==> src/rtl/shr_arb_pkg.sv <==
// Shared definitions for the shr_arb shift-arbiter slice: FSM state encoding and
// a constant clog2 helper used to size the stage counter.
package shr_arb_pkg;

  typedef enum logic [1:0] {
    ST_IDLE  = 2'd0,
    ST_SHIFT = 2'd1,
    ST_DONE  = 2'd2
  } state_t;

  // Ceiling log2 for elaboration-time sizing; clog2(1) = 0.
  function automatic int unsigned clog2(input int unsigned v);
    int unsigned r;
    int unsigned p;
    r = 0;
    p = 1;
    while (p < v) begin
      p = p << 1;
      r = r + 1;
    end
    return r;
  endfunction

endpackage

==> src/rtl/shr_arb_rr.sv <==
// shr_rr_arb: NREQ-wide round-robin arbiter. Priority starts at the index just
// after rr_ptr and wraps; produces a one-hot grant and its encoded index.
module shr_rr_arb #(
  parameter int unsigned NREQ = 4,
  parameter int unsigned IDW  = 2
) (
  input  logic [NREQ-1:0] req,
  input  logic [IDW-1:0]  rr_ptr,
  output logic [NREQ-1:0] grant,
  output logic [IDW-1:0]  idx,
  output logic            any
);

  // Two ascending passes: indices above rr_ptr first, then the wrapped remainder.
  always_comb begin
    grant = '0;
    idx   = '0;
    any   = 1'b0;
    for (int unsigned i = 0; i < NREQ; i++) begin
      if (!any && req[i] && (IDW'(i) > rr_ptr)) begin
        grant[i] = 1'b1;
        idx      = IDW'(i);
        any      = 1'b1;
      end
    end
    for (int unsigned i = 0; i < NREQ; i++) begin
      if (!any && req[i] && (IDW'(i) <= rr_ptr)) begin
        grant[i] = 1'b1;
        idx      = IDW'(i);
        any      = 1'b1;
      end
    end
  end

endmodule

==> src/rtl/shr_arb.sv <==
// shr_arb: one iterative shift-right datapath shared by NREQ requesters.
// Round-robin grant in IDLE, one barrel stage per clock in SHIFT, a finalize
// cycle that applies shift-amount overflow, then the result is held in DONE
// until the consumer accepts it.
// Optional feature: define SHR_ARB_ARITH_EN to add req_arith (arithmetic shift).
module shr_arb
  import shr_arb_pkg::*;
#(
  parameter int unsigned DATAWIDTH = 8,
  parameter int unsigned NREQ      = 4,
  parameter int unsigned IDW       = 2
) (
  input  logic                      Clk,
  input  logic                      Rst_n,
  input  logic [NREQ-1:0]           req_valid,
  input  logic [NREQ*DATAWIDTH-1:0] req_a,
  input  logic [NREQ*DATAWIDTH-1:0] req_sh,
`ifdef SHR_ARB_ARITH_EN
  input  logic [NREQ-1:0]           req_arith,
`endif
  output logic [NREQ-1:0]           req_ready,
  output logic                      out_valid,
  output logic [DATAWIDTH-1:0]      out_d,
  output logic [IDW-1:0]            out_id,
  input  logic                      out_ready,
  output logic                      busy
);

  localparam int unsigned SW = clog2(DATAWIDTH);
  localparam int unsigned KW = clog2(SW + 1);
  localparam logic [DATAWIDTH-1:0] ALL_ONES = '1;

  state_t               state_q;
  state_t               state_d;
  logic [IDW-1:0]       rr_ptr_q;
  logic [NREQ-1:0]      grant;
  logic [IDW-1:0]       gidx;
  logic                 gany;
  logic                 accept;
  logic                 last_stage;
  logic [DATAWIDTH-1:0] sel_a;
  logic [DATAWIDTH-1:0] sel_sh;
  logic [DATAWIDTH-1:0] acc_q;
  logic [DATAWIDTH-1:0] stage_acc;
  logic [SW-1:0]        sh_q;
  logic                 ovf_q;
  logic [IDW-1:0]       id_q;
  logic [KW-1:0]        k_q;
  logic                 fill_bit;

  shr_rr_arb #(
    .NREQ (NREQ),
    .IDW  (IDW)
  ) u_rr_arb (
    .req    (req_valid),
    .rr_ptr (rr_ptr_q),
    .grant  (grant),
    .idx    (gidx),
    .any    (gany)
  );

  assign sel_a      = req_a[32'(gidx) * DATAWIDTH +: DATAWIDTH];
  assign sel_sh     = req_sh[32'(gidx) * DATAWIDTH +: DATAWIDTH];
  assign accept     = (state_q == ST_IDLE) && gany;
  assign last_stage = (k_q == KW'(SW));

`ifdef SHR_ARB_ARITH_EN
  logic arith_q;
  // Sign fill tracks the accumulator MSB, which an arithmetic shift preserves.
  assign fill_bit = arith_q & acc_q[DATAWIDTH-1];

  // Arithmetic-mode flag captured with the operand.
  always_ff @(posedge Clk or negedge Rst_n) begin
    if (!Rst_n) begin
      arith_q <= 1'b0;
    end else if (accept) begin
      arith_q <= req_arith[gidx];
    end
  end
`else
  assign fill_bit = 1'b0;
`endif

  // Barrel stage k: shift by 2**k when sh[k] is set, fill vacated bits.
  always_comb begin
    stage_acc = acc_q;
    for (int unsigned s = 0; s < SW; s++) begin
      if ((k_q == KW'(s)) && sh_q[s]) begin
        stage_acc = (acc_q >> (1 << s)) |
                    ({DATAWIDTH{fill_bit}} & ~(ALL_ONES >> (1 << s)));
      end
    end
  end

  // State register.
  always_ff @(posedge Clk or negedge Rst_n) begin
    if (!Rst_n) begin
      state_q <= ST_IDLE;
    end else begin
      state_q <= state_d;
    end
  end

  // Next-state logic.
  always_comb begin
    state_d = state_q;
    case (state_q)
      ST_IDLE:  if (gany)       state_d = ST_SHIFT;
      ST_SHIFT: if (last_stage) state_d = ST_DONE;
      ST_DONE:  if (out_ready)  state_d = ST_IDLE;
      default:                  state_d = ST_IDLE;
    endcase
  end

  // State-decoded outputs; grants are only offered while idle.
  always_comb begin
    req_ready = '0;
    busy      = (state_q != ST_IDLE);
    out_valid = (state_q == ST_DONE);
    if (state_q == ST_IDLE) begin
      req_ready = grant;
    end
  end

  // Operand capture, per-stage accumulate, and result register load.
  always_ff @(posedge Clk or negedge Rst_n) begin
    if (!Rst_n) begin
      acc_q    <= '0;
      sh_q     <= '0;
      ovf_q    <= 1'b0;
      id_q     <= '0;
      k_q      <= '0;
      rr_ptr_q <= IDW'(NREQ - 1);
      out_d    <= '0;
      out_id   <= '0;
    end else if (accept) begin
      acc_q    <= sel_a;
      sh_q     <= sel_sh[SW-1:0];
      ovf_q    <= ((sel_sh >> SW) != '0);
      id_q     <= gidx;
      k_q      <= '0;
      rr_ptr_q <= gidx;
    end else if (state_q == ST_SHIFT) begin
      if (last_stage) begin
        out_d  <= ovf_q ? {DATAWIDTH{fill_bit}} : acc_q;
        out_id <= id_q;
      end else begin
        acc_q <= stage_acc;
        k_q   <= k_q + KW'(1);
      end
    end
  end

endmodule

==> config.mk <==
export PLATFORM = sky130hd
export DESIGN_NAME = shr_arb
export DESIGN_NICKNAME = d
export VERILOG_FILES = /design/src/rtl/shr_arb_pkg.sv /design/src/rtl/shr_arb_rr.sv /design/src/rtl/shr_arb.sv
export SDC_FILE = /design/constraint.sdc
export NUM_CORES = 1
export LEC_CHECK = 0
export ABC_AREA = 1
export CORE_ASPECT_RATIO = 0.7
export CORE_MARGIN = 2
export CORE_UTILIZATION = 30
export DETAILED_ROUTE_END_ITERATION = 7
export GPL_ROUTABILITY_DRIVEN = 0
export PLACE_DENSITY = 0.62
export REMOVE_ABC_BUFFERS = 1
export SYNTH_ARGS = -nofsm -noshare
export SYNTH_HDL_FRONTEND = slang
export SYNTH_SLANG_ARGS = --single-unit
==> constraint.sdc <==
create_clock -name Clk -period 2.8 [get_ports Clk]
set_clock_uncertainty 0.2 [all_clocks]
set_input_delay 0.28 -clock Clk [delete_from_list [all_inputs] [get_ports Clk]]
set_output_delay 0.28 -clock Clk [all_outputs]
set_load 0.02 [all_outputs]
# Yosys cells after proc, flatten, opt, wreduce, memory -nomap -nowiden
# Index checks and enable logic that the tools add are counted.
dict set report op_classes {
  n_eq_ne 9
  mux 37
  addsub 1
  order_cmp 8
  n_bitwise 1
  shifts 2
  reduce_logical 36
}
# op n
set op_table {}
lappend op_table {{32-bit by 6-bit indexed part select with 8-bit output} 2}
lappend op_table {{8-bit 2-to-1 mux} 7}
lappend op_table {{2-bit 2-to-1 mux} 12}
lappend op_table {{1-bit logical AND} 19}
lappend op_table {{1-bit 2-to-1 mux} 16}
lappend op_table {{3-bit AND reduction} 3}
lappend op_table {{8-bit nonzero test} 1}
lappend op_table {{1-bit logical NOT} 7}
lappend op_table {{2-bit equality test (second input constant)} 3}
lappend op_table {{2-bit inequality test (second input constant)} 3}
lappend op_table {{2-bit case mux with 3 select lines} 1}
lappend op_table {{2-bit by 1-bit equality test with 1-bit output (second input constant)} 2}
lappend op_table {{1-bit by 2-bit greater-than comparator with 1-bit output (first input constant)} 2}
lappend op_table {{2-bit greater-than comparator (first input constant)} 2}
lappend op_table {{1-bit by 2-bit <= comparator with 1-bit output (first input constant)} 2}
lappend op_table {{2-bit <= comparator (first input constant)} 2}
lappend op_table {{2-bit logical NOT} 2}
lappend op_table {{4-bit 2-to-1 mux} 1}
lappend op_table {{2-bit nonzero test} 2}
lappend op_table {{4-bit nonzero test} 1}
lappend op_table {{2-bit by 1-bit adder with 2-bit output (second input constant)} 1}
lappend op_table {{2-bit by 1-bit inequality test with 1-bit output (second input constant)} 1}
lappend op_table {{2-bit AND reduction} 1}
lappend op_table {{1-bit NOT} 1}
dict set report word_totals {
  ff_bits 30
  wordCells 103
  output_inout_bits 16
  in_bits 71
}

# Longest topological paths before layout
dict set report logic_depth {
  ltp_word 34
  depth_mapped 12
  mapped_depth_nobuf 11
}

# Modules after synthesis
# From an unflattened synthesis, not the netlist that was laid out.
dict set report unflattened {
  hier_cells 323
  area_unflattened_um2 2130.8
}
# mod seq_area_each_um2 area_per_inst_um2 instances cells_per_inst
set by_module_without_submodules {}
lappend by_module_without_submodules {shr_arb 753.2 1981.9 1 295}
lappend by_module_without_submodules {shr_rr_arb 0.0 148.9 1 28}

# Least setup slack after synthesis
# OpenSTA, ideal clock, no wires.
dict set report synth_timing {
  kind {reg2out}
  start {register rr_ptr_q[0]}
  end {output req_ready[2]}
  arrival_ns 1.396
  path_slack_ns 0.924
  required_time_ns 2.320
  path_stages_with_launch 7
  path_buffers 0
  path_cell_list {dfstp_2 nand2_1 nand2_2 nand3_2 nor2_4 nand3_1 a21oi_1}
}
dict set report synth_via {
  elab_chain_cells 28
  elab_cells_between_ends 35
  classes_between {order compare: 7; mux: 9; reduce/logical: 19}
}
# item line
set synth_rtl {}
lappend synth_rtl {{start: declaration} shr_arb.sv:35} ;# logic [IDW-1:0] rr_ptr_q;
lappend synth_rtl {{start signal: assignment} shr_arb.sv:133} ;# rr_ptr_q <= IDW'(NREQ - 1);
lappend synth_rtl {{start signal: assignment} shr_arb.sv:142} ;# rr_ptr_q <= gidx;
lappend synth_rtl {{1-bit by 2-bit greater-than comparator with 1-bit output} shr_arb_rr.sv:20} ;# if (!any && req[i] && (IDW'(i) > rr_ptr)) begin
lappend synth_rtl {{1-bit logical AND} shr_arb_rr.sv:20}
lappend synth_rtl {{1-bit 2-to-1 mux} shr_arb_rr.sv:20}
lappend synth_rtl {{1-bit logical NOT} shr_arb_rr.sv:20}
lappend synth_rtl {{1-bit logical AND (2 in series)} shr_arb_rr.sv:20}
lappend synth_rtl {{1-bit 2-to-1 mux} shr_arb_rr.sv:20}
lappend synth_rtl {{1-bit logical NOT} shr_arb_rr.sv:20}
lappend synth_rtl {{1-bit logical AND (2 in series)} shr_arb_rr.sv:20}
lappend synth_rtl {{[... 8 more ...]} n/a}
lappend synth_rtl {{1-bit 2-to-1 mux} shr_arb_rr.sv:27} ;# if (!any && req[i] && (IDW'(i) <= rr_ptr)) begin
lappend synth_rtl {{1-bit logical NOT} shr_arb_rr.sv:27}
lappend synth_rtl {{1-bit logical AND (2 in series)} shr_arb_rr.sv:27}
lappend synth_rtl {{1-bit 2-to-1 mux} shr_arb_rr.sv:27}
lappend synth_rtl {{1-bit logical NOT} shr_arb_rr.sv:27}
lappend synth_rtl {{1-bit logical AND (2 in series)} shr_arb_rr.sv:27}
lappend synth_rtl {{1-bit 2-to-1 mux *} shr_arb_rr.sv:27}
lappend synth_rtl {{4-bit 2-to-1 mux *} shr_arb.sv:120} ;# if (state_q == ST_IDLE) begin
lappend synth_rtl {{end: declaration} shr_arb.sv:21} ;# output logic [NREQ-1:0] req_ready,
# Every way passes the cells marked *; elsewhere a longest branch is shown, timed or not.

# Final worst setup path
dict set report layout_timing {
  start {register rr_ptr_q[0]}
  end {output req_ready[1]}
}
dict set report layout_via {
  elab_chain_cells 24
  elab_cells_between_ends 30
  classes_between {order compare: 6; mux: 8; reduce/logical: 16}
}
# item line
set layout_rtl {}
lappend layout_rtl {{1-bit by 2-bit greater-than comparator with 1-bit output} shr_arb_rr.sv:20}
lappend layout_rtl {{1-bit logical AND} shr_arb_rr.sv:20}
lappend layout_rtl {{1-bit 2-to-1 mux} shr_arb_rr.sv:20}
lappend layout_rtl {{1-bit logical NOT} shr_arb_rr.sv:20}
lappend layout_rtl {{1-bit logical AND (2 in series)} shr_arb_rr.sv:20}
lappend layout_rtl {{1-bit 2-to-1 mux} shr_arb_rr.sv:20}
lappend layout_rtl {{1-bit logical NOT} shr_arb_rr.sv:20}
lappend layout_rtl {{1-bit logical AND (2 in series)} shr_arb_rr.sv:20}
lappend layout_rtl {{[... 4 more ...]} n/a}
lappend layout_rtl {{1-bit 2-to-1 mux} shr_arb_rr.sv:20}
lappend layout_rtl {{1-bit logical NOT} shr_arb_rr.sv:27}
lappend layout_rtl {{1-bit logical AND (2 in series)} shr_arb_rr.sv:27}
lappend layout_rtl {{1-bit 2-to-1 mux} shr_arb_rr.sv:27}
lappend layout_rtl {{1-bit logical NOT} shr_arb_rr.sv:27}
lappend layout_rtl {{1-bit logical AND (2 in series)} shr_arb_rr.sv:27}
lappend layout_rtl {{1-bit 2-to-1 mux *} shr_arb_rr.sv:27}
lappend layout_rtl {{4-bit 2-to-1 mux *} shr_arb.sv:120}
# Marked as above.

==> results summary <==
The flow ran to the end, and the final reports show no timing, DRC or antenna violations. The sequential fraction of the synthesis area came out at 34.0%. The minimum period implied by the final worst setup slack came out at 2.56 ns.

The top cell type's share of synthesized area is 31.6%. The worst setup path is captured at a primary output. The measured slew at the worst slew-check pin came out at 0.565 ns.

The total I/O pin count is 87. The number of CTS-inserted buffers is 5. For this block, the via count after detailed routing is 2364. Sorting the synthesized cells by area gives the leading types as sky130_fd_sc_hd__dfrtp_1 32%, sky130_fd_sc_hd__nand2_1 19%, sky130_fd_sc_hd__nand3_1 13%.

TritonCTS built the clock tree. The leakage power total came out at 1.66 nW. Entering global routing, the biggest net connects 31 pins. The class of the most critical setup path is reg -> out. The half-perimeter wire length after placement is 4830 um.

In the routed design, unresolved DRC markers number 0. The completed layout was analyzed and its total power is 0.00275 W. Summed over all layers, the global routing overflow is 0.

The hold violation total from the final report is 0. The overall routed net length came out at 6080 um. Walking the worst path, the cells encountered are nand2_1 -> nand2_2 -> nand4_1 -> nor2_1 -> nor2_1 -> nor2_1 -> clkdlybuf4s50_1. The number of warnings issued by yosys came out at 0.

The headroom to the max-slew limit came out at 62.3%. The power density over the cells is 856 nW/um2. In this run the critical register-to-register path is captured at sh_q[2]. The vertical extent of the die came out at 75.9 um. The startpoint type of the worst setup path is a register. For the worst-skew pair, the clock arrives at the later sink with an insertion delay of 0.28 ns.

The final critical-path share of the clock period is 91.5%. The launch instance of the worst register-to-register path is rr_ptr_q[0]. The overall fraction of global-route tracks in use came out at 15.7%.

The synthesis-stage register bit count is 30. The flip-flop and latch area is 753 um2. The H-tree level count is 2. The number of pins exceeding their max-slew limit in the final report is 0.

The average wire per cell in the routed design is 11.7 um. The overall die width came out at 107 um. The arrival time at the worst endpoint came out at 2.08 ns. The sequential share of power came out at 29.0%. The post-route setup TNS came out at 0 ns.

The logic depth of the worst setup path including buffers is 7. The number of antenna-violating nets in the routed design came out at 0. Together, buffers and inverters on the worst path number 1. The initial antenna violation count is 0. The routed via count divided by cell count came out at 4.55. The internal power component is 0.00145 W.

The violation count after the first detailed-route iteration came out at 99. In this design, the critical path's most frequently occurring cell is sky130_fd_sc_hd__nor2_1. The clock network fraction of design power came out at 11.6%. The via count of the first global-routing pass is 2394. The net switching fraction of the power is 47.4%. Prior to clock tree synthesis, the placed netlist has a worst setup slack of 0.148 ns. In this run the clock root is driven by a sky130_fd_sc_hd__clkbuf_8. The overall die area came out at 8110 um2. The biggest area contributor in the post-synthesis netlist is sky130_fd_sc_hd__dfrtp_1.

The fill cell total of the finished layout came out at 769. The detailed-routing iteration count for the pre-antenna-repair pass came out at 4. The depth of the worst register-to-register path is 11. The delay contributed by the slowest stage of the critical path came out at 0.61 ns. Counting along the longest clock path gives a buffer depth of 2.

The least setup slack across all paths after layout is 0.238 ns. The maximum ir drop on the vdd rail is 328 uV. In this run the power spent charging and discharging nets is 0.00131 W. CTS saw 30 sinks. The timing-limited maximum frequency is 390 MHz.

The number of instances in the synthesized netlist is 337. Across all register-to-register paths, the minimum setup slack is 0.54 ns. The largest fanout on the critical path is 4.

The number of input and output port buffers inserted is 86. Among cell families on the critical path, the largest total delay comes from simple AND/OR/NAND/NOR gates. Counting distinct cell types in the post-synthesis netlist gives 29. The number of standard-cell rows in the floorplan came out at 26.

Final hold analysis gives a worst-case slack of 0.200 ns. Data on the critical path is required at its endpoint by 2.32 ns. The multi-input combinational cells in the finished layout cover a total of 1150 um2. In this run the worst hold path is classified as in -> async. The first-pass GRT wire length came out at 10600 um. The final net count came out at 496. The ratio of cells with drive above 1 in the final layout is 5.70%. After synthesis, the mean cell area works out to 6.58 um2. Clock-pin slew was measured on the worst setup and hold paths at 0.06 ns.

The final setup violation count is 0. The post-synthesis instance area came out at 2220 um2. The fraction of power consumed by combinational cells is 59.4%. Relative to the synthesized area, the layout overhead comes to 45.0%. The placeable core region is 7220 um2.

The total of max-cap violations came out at 0. Setup repair after global routing left no endpoint under its margin. The largest individual stage delay along the critical path comes from the cell sky130_fd_sc_hd__clkdlybuf4s50_1. Once the floorplan was initialized, standard cells occupied 30.7% of the core.

The number of diodes came out at 0.
## cell usage after synthesis (all sizes together)
cell / n
nor2: 16
dfstp: 2
inv: 59
buf: 11
nand3: 60
o2111ai: 2
nand4: 3
o31ai: 4
clkbuf: 1
nand2: 117
o211ai: 2
nor3: 5
nor3b: 3
o21ai: 15
nand3b: 1
a21oi: 2
nor4: 1
o21a: 1
dfrtp: 28
ha: 4
## metrics by stage
| stage | cell area (um2) | utilization, % | instances |
|---|---|---|---|
| finish | 3220 | 44.5 | 519 |
| global route | 3220 | 44.5 | 519 |
| CTS | 3210 | 44.5 | 519 |
| detailed placement | 3140 | 43.4 | 512 |
| global placement | 3140 | 43.4 | 512 |
| floorplan | 2130 | - | 325 |
## kinds of logic (layout without fill, tap and decap cells)
| kind of cell | Yosys count | after routing | share of synthesized area, % |
|---|---|---|---|
| fa+ha+maj | 4 | 4 | 2.26 |
| simple gates | 206 | 206 | 42.8 |
| buf+inv | 71 | 155 | 14.0 |
| compound gates | 26 | 26 | 6.99 |
| flops | 30 | 30 | 34.0 |
## per-layer routing
metal  GRT usage [%]  share of wire (%)  vias up
li1                -                  -     1228
met1            20.0                 48     1071
met2            26.4                 47       60
met3            3.96                5.0        5
met4            4.29               0.81        0
met5               0                  0        -
## final cells by class
type	count	share of cell area, %
inverters	59	6.88
repair buffers	89	27.6
flip-flops and latches	30	23.4
clock buffers	7	2.37
multi-input cells	236	35.9
well taps	98	3.81
## layout by cell type, fill, tap and decap left out, types with 3 or more instances in the layout
master,count
sky130_fd_sc_hd__nand2_1,112
sky130_fd_sc_hd__clkdlybuf4s50_1,84
sky130_fd_sc_hd__inv_1,59
sky130_fd_sc_hd__nand3_1,57
sky130_fd_sc_hd__dfrtp_1,28
sky130_fd_sc_hd__o21ai_0,14
sky130_fd_sc_hd__nor2_1,11
sky130_fd_sc_hd__nor3_1,5
sky130_fd_sc_hd__clkbuf_8,5
sky130_fd_sc_hd__nand2_2,4
sky130_fd_sc_hd__o31ai_1,4
sky130_fd_sc_hd__ha_1,4
sky130_fd_sc_hd__nand3_2,3
sky130_fd_sc_hd__nor2_2,3
sky130_fd_sc_hd__nor3b_1,3
sky130_fd_sc_hd__buf_4,3
## worst max-delay path by stage
| stage | endpoint | startpoint | slack [ns] |
|---|---|---|---|
| after floorplan | acc_q[0] | rr_ptr_q[0] | 0.87 |
| after global placement | req_ready[3] | req_valid[3] | 0.21 |
| after detailed placement | req_ready[3] | req_valid[3] | 0.15 |
| after CTS | req_ready[3] | rr_ptr_q[0] | 0.08 |
| after global routing | req_ready[1] | rr_ptr_q[0] | 0.13 |
| final | req_ready[1] | rr_ptr_q[0] | 0.24 |
## registers in the layout, summed over array words and instances, names as in the netlist
| name | flops |
|---|---|
| ovf_q | 1 |
| id_q | 2 |
| acc_q | 8 |
| k_q | 2 |
| state_q | 2 |
| out_d | 8 |
| rr_ptr_q | 2 |
| out_id | 2 |
| sh_q | 3 |
## power groups by stage
stage / Clock, W / Sequential, W / Combinational [W]
global placement: 0 / 0.000798 / 0.00162
detailed placement: 0 / 0.000805 / 0.00165
floorplan: 0 / 0.000824 / 0.00104
finish: 0.000319 / 0.000798 / 0.00164
global route: 0.000356 / 0.000828 / 0.00188
CTS: 0.000335 / 0.000800 / 0.00166
## repair_timing
action                     in CTS  in global routing
hold buffers                    0                  0
setup buffers                   0                  0
gates resized for setup         0                  2
setup endpoints to repair       0                  2
(Power assumes the default switching activity.)
